===== src/rtl/memgame_pkg.sv =====
// memgame_pkg: shared types and constants for the memory-game blocks.
// Holds the game state enumeration, the 10-bit LFSR tap positions with the
// matching next-value helper, and default sizing for the sequencer.
package memgame_pkg;

  typedef enum logic [2:0] {
    IDLE = 3'd0,
    FILL = 3'd1,
    PLAY = 3'd2,
    WIN  = 3'd3,
    LOSE = 3'd4
  } state_t;

  localparam int LFSR_W    = 10;
  // Taps 10 and 7 (bit indices 9 and 6) give a maximal-length 1023 sequence.
  localparam int TAP_HI    = 9;
  localparam int TAP_LO    = 6;

  localparam int WIDTH_DEF = 10;
  localparam int SLOTS_DEF = 10;
  localparam int GOAL_DEF  = 5;

  function automatic logic [LFSR_W-1:0] lfsr10_next(input logic [LFSR_W-1:0] v);
    return {v[LFSR_W-2:0], v[TAP_HI] ^ v[TAP_LO]};
  endfunction

endpackage


===== src/rtl/number_seq_if.sv =====
// number_seq_if: game-control and store-write bundle around number_seq.
//   start, key   : one-cycle pulses from the player side
//   exist        : store reports the current switches match a stored entry
//   wn, d, we    : store write index / data / enable
//   busy, playing, score, win, lose : game status
// Modport master is the sequencer; modport slave is the surrounding system.
interface number_seq_if #(
  parameter int WIDTH = 10
);
  logic             start;
  logic             key;
  logic             exist;
  logic [3:0]       wn;
  logic [WIDTH-1:0] d;
  logic             we;
  logic             busy;
  logic             playing;
  logic [3:0]       score;
  logic             win;
  logic             lose;

  modport master (
    input  start, key, exist,
    output wn, d, we, busy, playing, score, win, lose
  );

  modport slave (
    output start, key, exist,
    input  wn, d, we, busy, playing, score, win, lose
  );
endinterface


===== src/rtl/number_seq_lfsr10.sv =====
// lfsr10: 10-bit Fibonacci LFSR with synchronous load and step enable.
//   clk   : clock
//   load  : load SEED on the next edge (has priority over step)
//   step  : advance one position on the next edge
//   value : current LFSR contents, never zero when SEED is nonzero
module lfsr10 import memgame_pkg::*; #(
  parameter logic [LFSR_W-1:0] SEED = 10'h001
) (
  input  logic              clk,
  input  logic              load,
  input  logic              step,
  output logic [LFSR_W-1:0] value
);

  always_ff @(posedge clk) begin
    if (load) begin
      value <= SEED;
    end else if (step) begin
      value <= lfsr10_next(value);
    end
  end

endmodule


===== src/rtl/number_seq.sv =====
// number_seq: memory-game sequencer upstream of the number store.
// On start it writes SLOTS pseudo-random nonzero patterns into the store, then
// judges one guess per key pulse until GOAL hits (win) or a miss (lose).
//   clk  : clock
//   clrn : synchronous active-low reset
//   bus  : number_seq_if.master (start/key/exist in; wn/d/we and status out)
// Optional build macro NUMBER_SEQ_RESEED_EN: when defined the LFSR also runs
// while IDLE/WIN/LOSE so game content depends on start timing; when undefined
// the LFSR only advances on store writes and games continue one sequence.
module number_seq import memgame_pkg::*; #(
  parameter int                SLOTS = SLOTS_DEF,
  parameter int                WIDTH = WIDTH_DEF,
  parameter logic [LFSR_W-1:0] SEED  = 10'h001,
  parameter int                GOAL  = GOAL_DEF
) (
  input logic           clk,
  input logic           clrn,
  number_seq_if.master  bus
);

  state_t            state;
  logic [3:0]        slot;
  logic [3:0]        score;
  logic [LFSR_W-1:0] lfsr_val;
  logic              lfsr_step;

  lfsr10 #(.SEED(SEED)) u_lfsr (
    .clk   (clk),
    .load  (!clrn),
    .step  (lfsr_step),
    .value (lfsr_val)
  );

  // The LFSR advances once per store write; the start edge itself never
  // steps it, so the first write of a game uses the value held at start.
  always_comb begin
    lfsr_step = 1'b0;
    if (state == FILL) begin
      lfsr_step = 1'b1;
    end
`ifdef NUMBER_SEQ_RESEED_EN
    else if ((state == IDLE || state == WIN || state == LOSE) && !bus.start) begin
      lfsr_step = 1'b1;
    end
`endif
  end

  assign bus.score = score;

  // Status flags are registered from the next state so they change on the
  // same edge as the state itself.
  always_ff @(posedge clk) begin
    if (!clrn) begin
      state       <= IDLE;
      slot        <= 4'd0;
      score       <= 4'd0;
      bus.we      <= 1'b0;
      bus.wn      <= 4'd0;
      bus.d       <= '0;
      bus.busy    <= 1'b0;
      bus.playing <= 1'b0;
      bus.win     <= 1'b0;
      bus.lose    <= 1'b0;
    end else begin
      bus.we <= 1'b0;
      case (state)
        IDLE: begin
          if (bus.start) begin
            state    <= FILL;
            slot     <= 4'd0;
            score    <= 4'd0;
            bus.busy <= 1'b1;
          end
        end
        FILL: begin
          bus.we <= 1'b1;
          bus.wn <= slot;
          bus.d  <= WIDTH'(lfsr_val);
          slot   <= slot + 4'd1;
          if (slot == 4'(SLOTS - 1)) begin
            state       <= PLAY;
            bus.busy    <= 1'b0;
            bus.playing <= 1'b1;
          end
        end
        PLAY: begin
          // start is deliberately not looked at here: a guess in flight wins.
          if (bus.key) begin
            if (bus.exist) begin
              score <= score + 4'd1;
              if (score == 4'(GOAL - 1)) begin
                state       <= WIN;
                bus.playing <= 1'b0;
                bus.win     <= 1'b1;
              end
            end else begin
              state       <= LOSE;
              bus.playing <= 1'b0;
              bus.lose    <= 1'b1;
            end
          end
        end
        WIN, LOSE: begin
          if (bus.start) begin
            state    <= FILL;
            slot     <= 4'd0;
            score    <= 4'd0;
            bus.busy <= 1'b1;
            bus.win  <= 1'b0;
            bus.lose <= 1'b0;
          end
        end
        default: begin
          state <= IDLE;
        end
      endcase
    end
  end

endmodule


===== src/flat_wrapper.sv =====
// flat-port wrapper written by rule: the top's interface ports become plain ports
module number_seq_flat import memgame_pkg::*;
#(
  parameter int                SLOTS = SLOTS_DEF,
  parameter int                WIDTH = WIDTH_DEF,
  parameter logic [LFSR_W-1:0] SEED  = 10'h001,
  parameter int                GOAL  = GOAL_DEF
)
  (clk, clrn, bus_start, bus_key, bus_exist, bus_wn, bus_d, bus_we, bus_busy, bus_playing, bus_score, bus_win, bus_lose);
  number_seq_if #(.WIDTH(WIDTH)) bus_i ();
  input logic clk;
  input logic clrn;
  input wire logic [$bits(bus_i.start)-1:0] bus_start;
  input wire logic [$bits(bus_i.key)-1:0] bus_key;
  input wire logic [$bits(bus_i.exist)-1:0] bus_exist;
  output wire logic [$bits(bus_i.wn)-1:0] bus_wn;
  output wire logic [$bits(bus_i.d)-1:0] bus_d;
  output wire logic [$bits(bus_i.we)-1:0] bus_we;
  output wire logic [$bits(bus_i.busy)-1:0] bus_busy;
  output wire logic [$bits(bus_i.playing)-1:0] bus_playing;
  output wire logic [$bits(bus_i.score)-1:0] bus_score;
  output wire logic [$bits(bus_i.win)-1:0] bus_win;
  output wire logic [$bits(bus_i.lose)-1:0] bus_lose;
  assign bus_i.start = bus_start;
  assign bus_i.key = bus_key;
  assign bus_i.exist = bus_exist;
  assign bus_wn = bus_i.wn;
  assign bus_d = bus_i.d;
  assign bus_we = bus_i.we;
  assign bus_busy = bus_i.busy;
  assign bus_playing = bus_i.playing;
  assign bus_score = bus_i.score;
  assign bus_win = bus_i.win;
  assign bus_lose = bus_i.lose;
  number_seq #(.SLOTS(SLOTS), .WIDTH(WIDTH), .SEED(SEED), .GOAL(GOAL)) u_core (.clk(clk), .clrn(clrn), .bus(bus_i));
endmodule

===== config.mk =====
export PLATFORM = sky130hd
export DESIGN_NAME = number_seq_flat
export DESIGN_NICKNAME = d
export VERILOG_FILES = /design/src/rtl/memgame_pkg.sv /design/src/rtl/number_seq_if.sv /design/src/rtl/number_seq_lfsr10.sv /design/src/rtl/number_seq.sv /design/src/flat_wrapper.sv
export SDC_FILE = /design/constraint.sdc
export NUM_CORES = 1
export LEC_CHECK = 0
export CAP_MARGIN = 20
export CORE_ASPECT_RATIO = 1.5
export CORE_MARGIN = 2
export CORE_UTILIZATION = 45
export CTS_CLUSTER_SIZE = 40
export DETAILED_ROUTE_END_ITERATION = 10
export PLACE_DENSITY = 0.83
export SLEW_MARGIN = 20
export SYNTH_ARGS = -nofsm -noshare
export SYNTH_HDL_FRONTEND = slang
export SYNTH_SLANG_ARGS = --single-unit

===== constraint.sdc =====
create_clock -name clk -period 2.06 [get_ports clk]
set_clock_uncertainty 0.05 [all_clocks]
set_input_delay 0.309 -clock clk [delete_from_list [all_inputs] [get_ports clk]]
set_output_delay 0.309 -clock clk [all_outputs]
set_load 0.05 [all_outputs]

==> qor.yml <==
grt.busiest_layer: "met2"
clk_pin_slew_ns: 0.06
syn2layout_area_growth_pct: 22.9
cp.arrival_ns: 1.56
cts_resized: 0
synth_area_per_cell_um2: 8.32
use_met3_pct: 5.49
hold_class: "reg -> reg"
fin_nets: 202
postLayoutCellArea_um2: 1770
synthFlopType: "dfxtp_1"
routed_wl_um: 2930
setup-violations-final: 0
clock-sinks: 31
crit_buf_inv: 1
drtIter0Drc: 19
cp_top_family: "buffers and inverters"
synth_seq_area_share_pct: 43.1
power_density_nw_per_um2: 711
status: "complete, no violations"
coreArea_um2: 3100
insertedDiodeCount: 0
yosys.cell_types.count: 36
endpoint_kind: "output pin"
syn_inst: 173
final_util_pct: 57.2
worstSetupPathType: "reg -> out"
ant_nets: 0
overflow: 0
synthArstFlopShare_pct: 0
hold_viol_final: 0
fin_ws_ns: 0.138
max_freq_mhz: 520
die_h_um: 73.3
num_rows: 25
design.die.area_um2: 3680
grt_max_degree: 15
hold_buffers: 0
synth_fp_nets: 182
cts-htree-levels: 2
worstPathRequired_ns: 1.70
initial_core_util_pct: 46.5
synth_edf_count: 0
dpl_worst_slack_ns: 0.294
period_minus_slack_ns: 1.92
cts_tree: "yes"
final.fill_count: 266
cp_max_fo: 6
maxCapViolations: 0
firstDrtPassIters: 5
wire_per_inst_um: 12.6
drive_above_1_share_pct: 8.81
leakage_nw: 0.610
clk_latency_ns: 0.28
cts_setup_buffers: 0
rsz0062_at_grt: "no"
grt_pass1_vias: 1138
ir_drop_mv: 0.391
tightest_slew_ns: 0.508
crit_chain: "clkdlybuf4s50_1"
max_stage_delay_ns: 0.84
grt_pass1_wl_um: 4910
dpl_cell_area_um2: 1680
setup_tns_ns: 0
hpwlAfterDp_um: 2010
antenna_found_initial: 0
port_buffers: 27
layout_common_cells: "nand2_1 (39), dfxtp_1 (31), clkdlybuf4s50_1 (27)"
final_common_cell: "nand2_1"
grt_usage_pct: 17.8
place_congestion: 0.774
rrSetupSlack_ns: 0.34
met2_usage_pct: 31.9
cp-start-kind: "flip-flop"
use_met1_pct: 18.1
yosysWarnings: 0
die_x_um: 50.2
slowest_stage: "clkdlybuf4s50_1"
io_pins: 28
synth-seq-cells: 31
relSlewSlack_pct: 66.0
route.detailed.drc: 0
viasPerCell: 5.22
fin_crit_sh_pct: 93.3
cts_buffers: 5
cts_buffer_depth: 2
vias: 1217
ctsRootBufferMaster: "clkbuf_8"
finalMaxSlewViolations: 0
synthesis.area_um2: 1440
## tightest hold or removal path, delay by kind of cell (launching register included)
kind / cells / cell delay [ns]
DFF: 1 / 0.32
buffers and inverters: 1 / 0.05
AOI/OAI and AO/OA: 1 / 0.05
## cell usage after synthesis, types with 2 or more instances
master,n,area (um^2)
nand2_1,39,146
dfxtp_1,31,621
a21oi_1,20,100
buf_4,11,82.6
inv_1,9,33.8
nor2_1,8,30.0
nand3_1,6,30.0
o21ai_0,6,30.0
ha_1,4,50.1
buf_2,3,15.0
clkbuf_1,3,11.3
a31oi_1,2,12.5
nand3b_1,2,15.0
nand4_1,2,12.5
nor3b_4,2,37.5
o32a_1,2,20.0
or3_1,2,12.5
or3b_1,2,17.5
xor2_1,2,17.5
## final cells by class
class | count | area (um^2) | area share [%]
inverter | 9 | 33.8 | 1.91
clock inverter | 1 | 5.00 | 0.283
sequential | 31 | 621 | 35.1
clock buffer | 6 | 82.6 | 4.66
multi-input combinational | 115 | 666 | 37.6
tap | 40 | 50.0 | 2.83
timing repair buffer | 31 | 313 | 17.7
## sequential cells by signal, indices dropped and copies added (netlist names), 2 cells and up
name / flops
u_core.u_lfsr.value: 9
u_core.bus.d: 2
u_core.state: 3
u_core.bus.score: 4
u_core.bus.wn: 4
u_core.slot: 4
## cell families after synthesis
family                     Yosys count  synth area share (%)
adders and majority gates            4                  3.48
buffers and inverters               27                  10.7
DFF                                 31                  43.1
and+or+nand+nor                     69                  24.2
xor gates and xnor gates             3                  1.82
AOI/OAI and AO/OA                   39                  16.8
## worst paths after layout
check                           cells past startpoint                             start                      endpoint
worst min-delay path                                2      u_core.bus.busy$_SDFFE_PN0P_  u_core.bus.busy$_SDFFE_PN0P_
worst max-delay path                                1  u_core.bus.score[2]$_SDFFE_PN0P_                  bus_score[2]
worst max register to register                      4      u_core.state[1]$_SDFFE_PN0P_  u_core.state[1]$_SDFFE_PN0P_
worst min register to register                      2      u_core.bus.busy$_SDFFE_PN0P_  u_core.bus.busy$_SDFFE_PN0P_
## stage by stage
step / hold slack [ns] / power (mW) / instances
final: 0.402 / 1.26 / 233
after global routing: 0.433 / 1.31 / 233
after CTS: 0.400 / 1.27 / 233
after detailed placement: 0.391 / 0.792 / 226
after global placement: 0.389 / 0.789 / 226
after floorplan: 0.382 / 0.747 / 173
## layer usage
layer	vias to the layer above	wire length [um]
met3	6	140
li1	613	-
met4	0	44
met5	-	0
met2	37	1480
met1	561	1260
## power breakdown
part,total [mW],switching (mW),leakage [nW],internal (mW)
logic,0.148,0.0936,0.312,0.0545
registers,0.632,0.0171,0.251,0.615
clock network,0.478,0.217,0.0470,0.262
Note: power is estimated with default switching activity, not from simulation.
